==> src/rtl/subtract_seq_ctrl_if.sv <==
// Signal bundle between the grouping-stage subtract sequencer, its centroid/neighbor
// buffers, the subtract module and the downstream result consumer.
interface subtract_seq_ctrl_if #(
   parameter int INPUT_DATA_WIDTH = 8,
   parameter int PE_ROW           = 16,
   parameter int K_NEIGHBOR       = 16,
   parameter int ADDR_WIDTH       = 10,
   parameter int CIDX_WIDTH       = 6
);
   localparam int W  = INPUT_DATA_WIDTH * PE_ROW;
   localparam int KW = (K_NEIGHBOR > 1) ? $clog2(K_NEIGHBOR) : 1;

   logic                  start;
   logic [CIDX_WIDTH-1:0] cfg_num_centroid;
   logic                  busy;
   logic                  done_all;
   logic                  cen_rd_en;
   logic [ADDR_WIDTH-1:0] cen_rd_addr;
   logic [W-1:0]          cen_rd_data;
   logic                  nbr_rd_en;
   logic [ADDR_WIDTH-1:0] nbr_rd_addr;
   logic [W-1:0]          nbr_rd_data;
   logic                  is_centroid;
   logic                  is_neighbor;
   logic [W-1:0]          din_centroid;
   logic [W-1:0]          din_neighbor;
   logic                  sub_done;
   logic                  out_valid;
   logic                  out_ready;
   logic [CIDX_WIDTH-1:0] out_cidx;
   logic [KW-1:0]         out_kidx;
   logic                  out_last;

   modport master (
      input  start, cfg_num_centroid, cen_rd_data, nbr_rd_data, sub_done, out_ready,
      output busy, done_all, cen_rd_en, cen_rd_addr, nbr_rd_en, nbr_rd_addr,
             is_centroid, is_neighbor, din_centroid, din_neighbor,
             out_valid, out_cidx, out_kidx, out_last
   );

   modport slave (
      output start, cfg_num_centroid, cen_rd_data, nbr_rd_data, sub_done, out_ready,
      input  busy, done_all, cen_rd_en, cen_rd_addr, nbr_rd_en, nbr_rd_addr,
             is_centroid, is_neighbor, din_centroid, din_neighbor,
             out_valid, out_cidx, out_kidx, out_last
   );
endinterface

==> src/rtl/subtract_seq_ctrl.sv <==
// Sequencer for subtract_module32: loads one centroid, streams its K neighbors with the
// required is_neighbor hold, waits for sub_done and hands each result downstream.
module subtract_seq_ctrl #(
   parameter int INPUT_DATA_WIDTH = 8,
   parameter int PE_ROW           = 16,
   parameter int K_NEIGHBOR       = 16,
   parameter int NB_HOLD          = 4,
   parameter int ADDR_WIDTH       = 10,
   parameter int CIDX_WIDTH       = 6
) (
   input logic                 clk,
   input logic                 rst,
   subtract_seq_ctrl_if.master bus
);
   localparam int W  = INPUT_DATA_WIDTH * PE_ROW;
   localparam int KW = (K_NEIGHBOR > 1) ? $clog2(K_NEIGHBOR) : 1;
   localparam int HW = (NB_HOLD > 1) ? $clog2(NB_HOLD) : 1;

   localparam logic [3:0] S_IDLE   = 4'd0;
   localparam logic [3:0] S_C_RD   = 4'd1;
   localparam logic [3:0] S_C_CAP  = 4'd2;
   localparam logic [3:0] S_C_LD   = 4'd3;
   localparam logic [3:0] S_N_RD   = 4'd4;
   localparam logic [3:0] S_N_CAP  = 4'd5;
   localparam logic [3:0] S_N_HOLD = 4'd6;
   localparam logic [3:0] S_N_WAIT = 4'd7;
   localparam logic [3:0] S_N_OUT  = 4'd8;
   localparam logic [3:0] S_DONE   = 4'd9;

   logic [3:0]            r_state;
   logic [CIDX_WIDTH-1:0] r_num;
   logic [CIDX_WIDTH-1:0] r_c;
   logic [KW-1:0]         r_k;
   logic [HW-1:0]         r_hold;
   logic [W-1:0]          r_din_cen;
   logic [W-1:0]          r_din_nbr;
   logic                  w_last_k;
   logic                  w_last_c;

   assign w_last_k = (r_k == KW'(K_NEIGHBOR - 1));
   assign w_last_c = (r_c == r_num - CIDX_WIDTH'(1));

   // NOTE: the wide data registers are reset as well so an aborted run leaves no stale vector on the bus.
   always_ff @(posedge clk) begin
      if (rst) begin
         r_state   <= S_IDLE;
         r_num     <= '0;
         r_c       <= '0;
         r_k       <= '0;
         r_hold    <= '0;
         r_din_cen <= '0;
         r_din_nbr <= '0;
      end else begin
         case (r_state)
            S_IDLE: begin
               if (bus.start) begin
                  r_num   <= bus.cfg_num_centroid;
                  r_c     <= '0;
                  r_k     <= '0;
                  r_state <= (bus.cfg_num_centroid == '0) ? S_DONE : S_C_RD;
               end
            end
            S_C_RD:  r_state <= S_C_CAP;
            S_C_CAP: begin
               r_din_cen <= bus.cen_rd_data;
               r_state   <= S_C_LD;
            end
            S_C_LD: begin
               r_k     <= '0;
               r_state <= S_N_RD;
            end
            S_N_RD:  r_state <= S_N_CAP;
            S_N_CAP: begin
               r_din_nbr <= bus.nbr_rd_data;
               r_hold    <= '0;
               r_state   <= S_N_HOLD;
            end
            S_N_HOLD: begin
               if (r_hold == HW'(NB_HOLD - 1)) r_state <= S_N_WAIT;
               else                            r_hold  <= r_hold + 1'b1;
            end
            S_N_WAIT: if (bus.sub_done) r_state <= S_N_OUT;
            // No new read is issued until the result is taken, so the subtract output stays put.
            S_N_OUT: begin
               if (bus.out_ready) begin
                  if (!w_last_k) begin
                     r_k     <= r_k + 1'b1;
                     r_state <= S_N_RD;
                  end else if (!w_last_c) begin
                     r_c     <= r_c + 1'b1;
                     r_state <= S_C_RD;
                  end else begin
                     r_state <= S_DONE;
                  end
               end
            end
            S_DONE:  r_state <= S_IDLE;
            default: r_state <= S_IDLE;
         endcase
      end
   end

   assign bus.busy         = (r_state != S_IDLE) && (r_state != S_DONE);
   assign bus.done_all     = (r_state == S_DONE);
   assign bus.cen_rd_en    = (r_state == S_C_RD);
   assign bus.cen_rd_addr  = ADDR_WIDTH'(r_c);
   assign bus.nbr_rd_en    = (r_state == S_N_RD);
   // Linear neighbor address wraps modulo 2**ADDR_WIDTH.
   assign bus.nbr_rd_addr  = ADDR_WIDTH'(r_c) * ADDR_WIDTH'(K_NEIGHBOR) + ADDR_WIDTH'(r_k);
   assign bus.is_centroid  = (r_state == S_C_LD);
   assign bus.is_neighbor  = (r_state == S_N_HOLD);
   assign bus.din_centroid = r_din_cen;
   assign bus.din_neighbor = r_din_nbr;
   assign bus.out_valid    = (r_state == S_N_OUT);
   assign bus.out_cidx     = r_c;
   assign bus.out_kidx     = r_k;
   assign bus.out_last     = (r_state == S_N_OUT) && w_last_k && w_last_c;
endmodule
==> src/flat_wrapper.sv <==
// flat-port wrapper written by rule: the top's interface ports become plain ports
module subtract_seq_ctrl_flat 
#(
   parameter int INPUT_DATA_WIDTH = 8,
   parameter int PE_ROW           = 16,
   parameter int K_NEIGHBOR       = 16,
   parameter int NB_HOLD          = 4,
   parameter int ADDR_WIDTH       = 10,
   parameter int CIDX_WIDTH       = 6
)
  (clk, rst, bus_start, bus_cfg_num_centroid, bus_cen_rd_data, bus_nbr_rd_data, bus_sub_done, bus_out_ready, bus_busy, bus_done_all, bus_cen_rd_en, bus_cen_rd_addr, bus_nbr_rd_en, bus_nbr_rd_addr, bus_is_centroid, bus_is_neighbor, bus_din_centroid, bus_din_neighbor, bus_out_valid, bus_out_cidx, bus_out_kidx, bus_out_last);
  subtract_seq_ctrl_if #(.INPUT_DATA_WIDTH(INPUT_DATA_WIDTH), .PE_ROW(PE_ROW), .K_NEIGHBOR(K_NEIGHBOR), .ADDR_WIDTH(ADDR_WIDTH), .CIDX_WIDTH(CIDX_WIDTH)) bus_i ();
  input logic clk;
  input logic rst;
  input wire logic [$bits(bus_i.start)-1:0] bus_start;
  input wire logic [$bits(bus_i.cfg_num_centroid)-1:0] bus_cfg_num_centroid;
  input wire logic [$bits(bus_i.cen_rd_data)-1:0] bus_cen_rd_data;
  input wire logic [$bits(bus_i.nbr_rd_data)-1:0] bus_nbr_rd_data;
  input wire logic [$bits(bus_i.sub_done)-1:0] bus_sub_done;
  input wire logic [$bits(bus_i.out_ready)-1:0] bus_out_ready;
  output wire logic [$bits(bus_i.busy)-1:0] bus_busy;
  output wire logic [$bits(bus_i.done_all)-1:0] bus_done_all;
  output wire logic [$bits(bus_i.cen_rd_en)-1:0] bus_cen_rd_en;
  output wire logic [$bits(bus_i.cen_rd_addr)-1:0] bus_cen_rd_addr;
  output wire logic [$bits(bus_i.nbr_rd_en)-1:0] bus_nbr_rd_en;
  output wire logic [$bits(bus_i.nbr_rd_addr)-1:0] bus_nbr_rd_addr;
  output wire logic [$bits(bus_i.is_centroid)-1:0] bus_is_centroid;
  output wire logic [$bits(bus_i.is_neighbor)-1:0] bus_is_neighbor;
  output wire logic [$bits(bus_i.din_centroid)-1:0] bus_din_centroid;
  output wire logic [$bits(bus_i.din_neighbor)-1:0] bus_din_neighbor;
  output wire logic [$bits(bus_i.out_valid)-1:0] bus_out_valid;
  output wire logic [$bits(bus_i.out_cidx)-1:0] bus_out_cidx;
  output wire logic [$bits(bus_i.out_kidx)-1:0] bus_out_kidx;
  output wire logic [$bits(bus_i.out_last)-1:0] bus_out_last;
  assign bus_i.start = bus_start;
  assign bus_i.cfg_num_centroid = bus_cfg_num_centroid;
  assign bus_i.cen_rd_data = bus_cen_rd_data;
  assign bus_i.nbr_rd_data = bus_nbr_rd_data;
  assign bus_i.sub_done = bus_sub_done;
  assign bus_i.out_ready = bus_out_ready;
  assign bus_busy = bus_i.busy;
  assign bus_done_all = bus_i.done_all;
  assign bus_cen_rd_en = bus_i.cen_rd_en;
  assign bus_cen_rd_addr = bus_i.cen_rd_addr;
  assign bus_nbr_rd_en = bus_i.nbr_rd_en;
  assign bus_nbr_rd_addr = bus_i.nbr_rd_addr;
  assign bus_is_centroid = bus_i.is_centroid;
  assign bus_is_neighbor = bus_i.is_neighbor;
  assign bus_din_centroid = bus_i.din_centroid;
  assign bus_din_neighbor = bus_i.din_neighbor;
  assign bus_out_valid = bus_i.out_valid;
  assign bus_out_cidx = bus_i.out_cidx;
  assign bus_out_kidx = bus_i.out_kidx;
  assign bus_out_last = bus_i.out_last;
  subtract_seq_ctrl #(.INPUT_DATA_WIDTH(INPUT_DATA_WIDTH), .PE_ROW(PE_ROW), .K_NEIGHBOR(K_NEIGHBOR), .NB_HOLD(NB_HOLD), .ADDR_WIDTH(ADDR_WIDTH), .CIDX_WIDTH(CIDX_WIDTH)) u_core (.clk(clk), .rst(rst), .bus(bus_i));
endmodule
==> config.mk <==
export PLATFORM = sky130hd
export DESIGN_NAME = subtract_seq_ctrl_flat
export DESIGN_NICKNAME = d
export VERILOG_FILES = /design/src/rtl/subtract_seq_ctrl_if.sv /design/src/rtl/subtract_seq_ctrl.sv /design/src/flat_wrapper.sv
export SDC_FILE = /design/constraint.sdc
export NUM_CORES = 1
export LEC_CHECK = 0
export ABC_AREA = 1
export ABC_CLOCK_PERIOD_IN_PS = 2300
export CAP_MARGIN = 20
export CORE_AREA = 2 2 216 218
export DETAILED_ROUTE_END_ITERATION = 7
export DIE_AREA = 0 0 218 220
export GPL_TIMING_DRIVEN = 0
export MAX_ROUTING_LAYER = met4
export PLACE_DENSITY = 0.55
export RECOVER_POWER = 100
export SYNTH_ARGS = -nofsm -noshare
export SYNTH_HDL_FRONTEND = slang
export SYNTH_SLANG_ARGS = --single-unit
==> constraint.sdc <==
create_clock -name clk -period 2.3 [get_ports clk]
set_input_delay 0.46 -clock clk [delete_from_list [all_inputs] [get_ports clk]]
set_output_delay 0.46 -clock clk [all_outputs]
set_load 0.01 [all_outputs]
==> metrics.csv <==
metric;value;unit
Distinct cells, synth;35;
die height;220;um
# IOs;561;
H-tree Lvls;2;
Post-synth EDFFs;0;
Rel. slew slack;0.4613;
Slew Viols, Final;0;
Crit Path Class;reg2out;
hold_buf cts;0;
Critical Path Sink;bus_out_last;
hpwl dp;33860;um
hold_ws;342.3;ps
crit path max fanout;3;
area of the core;45860;sq um
FMAX;432.4;MHz
Synth Area in Adders;0.004835;
total grt overflow;0;
Worst-Skew Late Latency;530;ps
Hold Vio Cnt, Final;0;
nets@finish;2230;
critical path arrival;1850;ps
worst hold start;rst;
fin worst setup slack;-12.71;ps
Vias;11020;
design area;18000;sq um
buffers and inverters on the worst path;3;
worst reg2reg path endpoint;u_core.bus.out_cidx[2]$_SDFFE_PP0P_;
crit start category;flop;
area growth from synthesis to final layout;73.92;%
Post-Syn Area per Cell;7.656;sq um
largest family of logic cells by synthesized area;simple AND/OR/NAND/NOR gates;
Placed Area;16680;sq um
largest net degree at the start of global routing;12;
total CTS buffers;35;
die area;47960;sq um
Placement Rows;79;
Period Utilization, post-route;1.006;
WL final;43880;um
outcome;finished, violations left;
initial antenna violation count;4;
Root Buffer;clkbuf_16;
Static Leak;7.039;nW
share of layout cells above drive strength 1;0.08678;
first-pass GRT wire length;63560;um
final setup vio count;1;
GRT Util Overall;0.1784;
Final GP Congestion;0.8524;
number of remaining DRC errors;0;
First-pass DRT Iterations;5;
synthesis-stage register bit count;278;
Crit path depth;8;
Tightest Pin Transition;808.1;ps
Post-synth ARST share;0;
CP top delay family;simple AND/OR/NAND/NOR gates;
Syn Inst Count;1352;
CTS Sinks;278;
worst flop-to-flop path startpoint;u_core.r_num[0]$_SDFFE_PP0P_;
Initial Util;0.2257;
HP Class;in2reg;
Most used DFF post-synth;dfxtp_1;
Longest Clk Path Bufs;3;
critical-path cell list;inv_4, ha_4, xor2_1, nand3_1, nor2_4, nand3_2, inv_2, buf_6;
Layout Utilization;0.3925;
crit path from;u_core.r_num[0]$_SDFFE_PP0P_;
Reg clk slew, reported paths;60;ps
Critical Path End Type;output pin;
worst reg-to-reg setup slack;170;ps
CTS tree;done;
Synth area leader;dfxtp_1;
Antenna Violating Nets Remaining;0;
PwrDens;705.5;nW/um^2
Die X-Extent;218;um
WP data required;1840;ps
1st-iter DRT viols;580;
top cell type's share of synthesized area;0.5377;
failing checks;negative setup slack;
top-count cell post-synth;nor2_1;
VDD IR max;0.4565;mV
xor/xnor share of the synthesized area;0.008461;
drt wl/cell;16.92;um
number of max-cap violations;0;
Vias/cell;4.248;
synth top area cells;dfxtp_1 (54%), nor2_1 (19%), o21ai_0 (13%);
Finished Layout Cells;2593;
CP max stage cell;dfxtp_2;
Synth Area in Compound Gates;0.1411;
Synth top cells by count;nor2_1 (536), dfxtp_1 (278), o21ai_0 (261);
mux share of post-synthesis cell area;0;
synthesized cell area;10350;sq um
RSZ-0062 raised after global routing;yes;
R2R cell count;15;
crit-path max cell delay;350;ps
I/O Buffers;555;
min cycle time layout;2313;ps
vias in the first global route;10840;
sequential area share after synthesis;0.5377;
Final Skew;16.23;ps
Setup WS pre-CTS;-428.0;ps
Yosys Warn Count;0;
cell count after placement;2517;
Post-Synth Simple-Gate Area;0.2399;
==> power breakdown <==
group	internal [mW]	switching (mW)	total, mW	leakage, nW
clock	3.22	2.09	5.30	0.534
combinational	1.14	0.993	2.13	4.25
sequential	5.10	0.170	5.27	2.26
total	9.45	3.25	12.7	7.04
==> cell type report <==
class	instances	area (sq um)
Tap cell	607	759.5
Clock buffer	55	1044
Sequential cell	278	5579
Multi-Input combinational cell	938	4215
Antenna cell	4	10.01
Clock inverter	5	56.30
Buffer	109	585.6
Inverter	30	115.1
Fill cell	4766	27860
Timing Repair Buffer	567	5638
==> through the flow <==
step / total power, mW / TNS [ps]
after floorplan: 6.130 / 0
after global placement: 7.429 / -3476
after detailed placement: 7.430 / -5677
after CTS: 12.87 / -303.1
after global routing: 13.33 / -174.0
final: 12.70 / -12.71
==> what timing repair did <==
action                     in CTS  in global routing
pin swaps                       2                 10
resized for setup              31                 25
setup endpoints to repair      10                  9
setup buffers                   9                  6
==> registers in the layout, summed over array words and instances (netlist names) <==
signal and cells:
u_core.bus.out_kidx 4, u_core.bus.din_neighbor 128, u_core.bus.out_cidx 6, u_core.r_state 4, u_core.r_hold 2, u_core.bus.din_centroid 128
u_core.r_num 6
==> logic make-up (layout without fill, tap and decap cells) <==
kind of cell	Yosys count	in the layout
simple gates	631	631
xor+xnor	10	10
buf+inv	139	766
fa+ha+maj	4	4
flops	278	278
other cells	1	8
compound gates	289	289
==> how the worst min path moves through the flow <==
stage / to / slack, ps / cells after the start
5_1_grt: u_core.bus.out_cidx[5]$_SDFFE_PP0P_ / 340 / 2
4_1_cts: u_core.r_state[3]$_SDFFE_PP0P_ / 180 / 2
2_1_floorplan: u_core.r_hold[1]$_SDFFE_PP0P_ / 460 / 2
3_3_place_gp: u_core.bus.din_neighbor[49]$_SDFFE_PP0P_ / 460 / 2
3_5_place_dp: u_core.bus.din_neighbor[90]$_SDFFE_PP0P_ / 470 / 2
6_report: u_core.bus.out_cidx[5]$_SDFFE_PP0P_ / 340 / 2
==> cell usage in the layout, fill, tap and decap left out, types with 8 or more instances in the layout <==
cell and instances:
nor2_1 534, clkdlybuf4s50_1 547, dfxtp_1 269, o21ai_0 261, dfxtp_2 8, clkbuf_16 37, clkbuf_1 56, buf_2 29
a21oi_1 21, xor2_1 8, nand3_1 18, inv_1 22, buf_4 46, nand2_1 48
==> per-layer routing <==
| metal | global-route usage | wire length [um] | vias to the layer above |
|---|---|---|---|
| li1 | - | - | 5532 |
| met1 | 0.2030 | 17870 | 5000 |
| met2 | 0.2924 | 20800 | 423 |
| met3 | 0.05949 | 4092 | 60 |
| met4 | 0.06372 | 1115 | 0 |
| met5 | - | 0 | - |
Note: power is estimated with default switching activity, not from simulation.
==> variant: new RTL, config.mk and constraints unchanged <==
`K_NEIGHBOR` is set to 16 in 3 places; all go to 8.
--- a/src/rtl/subtract_seq_ctrl_if.sv
+++ b/src/rtl/subtract_seq_ctrl_if.sv
@@ -5,3 +5,3 @@
    parameter int PE_ROW           = 16,
-   parameter int K_NEIGHBOR       = 16,
+   parameter int K_NEIGHBOR       = 8,
    parameter int ADDR_WIDTH       = 10,
--- a/src/rtl/subtract_seq_ctrl.sv
+++ b/src/rtl/subtract_seq_ctrl.sv
@@ -5,3 +5,3 @@
    parameter int PE_ROW           = 16,
-   parameter int K_NEIGHBOR       = 16,
+   parameter int K_NEIGHBOR       = 8,
    parameter int NB_HOLD          = 4,
--- a/src/flat_wrapper.sv
+++ b/src/flat_wrapper.sv
@@ -5,3 +5,3 @@
    parameter int PE_ROW           = 16,
-   parameter int K_NEIGHBOR       = 16,
+   parameter int K_NEIGHBOR       = 8,
    parameter int NB_HOLD          = 4,
Interface: changed (resized bus_out_kidx); port bits go from 561 to 560. The function was not compared with the original's and may differ.
==> variant against the original RTL <==
- the run still ends with setup timing left
- routed wire length fell by 1.2%
- utilization fell by 0.36 points
- critical path type unchanged
- largest power group unchanged
- power rose by 12%
- cell area fell by 0.91%
- sequential cell count fell by 1
- maximum frequency fell by 1.1%
- synthesized area fell by 1.0%
- via count fell by 0.98%
- register-to-register slack got worse by 80 ps
- worst setup slack got worse by 27 ps
==> variant: results (changes against the original RTL) <==
status: "finished with violations"
violations: "setup timing"
route.met3.wl_mm: 2.29  # -44%
holdPathEnd: "u_core.r_num[5]"
globalplace.congestion: 0.917  # +7.6%
layout.nets: 2217  # -0.58%
hp-class: "register to register"
startpoint: "u_core.r_state[0]"
post-dp-hpwl_mm: 33.3  # -1.6%
drt_iter0_drc: 614  # +5.9%
antenna_found_initial: 1  # -3
io_buffers: 554  # -0.18%
fin_ws_ps: -39.5  # -26.8 ps
dr_wl_met2_mm: 21.4  # +2.9%
ys_types: 33  # -5.7%
synthTopCellsByCount: "nor2_1 (545), dfxtp_1 (277), o21ai_0 (264), nand2_1 (56), clkbuf_1 (47)"
drive_above_1_share_pct: 7.83  # -0.85 points
critPathMaxStageDelay_ps: 410  # +60 ps
placed_cells: 2510  # -0.28%
setup_viol: 3  # +2
slew_headroom_pct: 54.7  # +8.6 points
ir_worst_vdd_v: 0.000649  # +42%
yosysSeqAreaShare_pct: 54.1  # +0.36 points
grt_max_degree: 13  # +1
clock_skew_ps: 16.0  # -0.261 ps
variant: cell types whose count changed after synthesis, moves of 6 or more:
cell / delta
a21oi_1: -8
buf_2: +7
nor2_1: +9
buf_4: -13
nand3_1: -9
clkbuf_1: +6
variant: critical path, delay by kind of cell, from the launching register on:
kind	cells	cell delay, ps
buffers and inverters	3	590
DFF	1	410
and+or+nand+nor	2	360
variant: cell families (layout without fill, tap and decap cells):
kind of cell | count (synthesis) | after routing | synth area share, %
flops | 277 | 277 | 54.1
simple gates | 632 | 632 | 24.2
other cells | 1 | 7 | 0.0366
buf+inv | 139 | 758 | 6.36
compound gates | 285 | 285 | 14.2
xor+xnor | 6 | 6 | 0.513
fa+ha+maj | 5 | 5 | 0.611
variant: layout make-up:
class / instances / area, um2
Fill cell: 4766 / 28000
Sequential cell: 277 / 5550
Buffer: 108 / 541
Clock inverter: 11 / 161
Antenna cell: 2 / 5.00
Inverter: 31 / 123
Multi-Input combinational cell: 933 / 4090
Tap cell: 607 / 759
Timing Repair Buffer: 559 / 5570
Clock buffer: 49 / 1030
variant: how the worst max path moves through the flow:
stage / to / slack [ps] / cells past startpoint
finish: bus_nbr_rd_en / -40 / 5
global route: bus_out_last / -180 / 11
CTS: bus_out_last / -120 / 12
detailed placement: u_core.bus.din_centroid[0] / -700 / 6
global placement: u_core.bus.din_centroid[0] / -740 / 6
floorplan: bus_out_last / 530 / 11
variant: where the power goes:
| part | switching [mW] | internal [mW] |
|---|---|---|
| Combinational | 1.48 | 1.43 |
| Sequential | 0.261 | 5.28 |
| Clock | 2.17 | 3.57 |
variant: repair_timing:
action                     in CTS  in global routing
setup buffers                   4                  1
gates resized for setup        25                 18
pin swaps                       3                  1
setup endpoints to repair      20                 25
variant: metal layers:
layer | vias to the layer above | global-route usage (%)
met5 | - | -
met1 | 5041 | 21.9
met4 | 0 | 5.74
li1 | 5465 | -
met2 | 337 | 29.1
met3 | 64 | 3.23
variant: per-stage QoR:
step                      area, um2  worst slack [ps]  TNS [ps]
after floorplan               10300               528         0
after detailed placement      16600              -702    -77730
after CTS                     17800              -123      -138
after global placement        16600              -737    -80100
after global routing          17800              -181     -3650
final                         17800             -39.5      -114
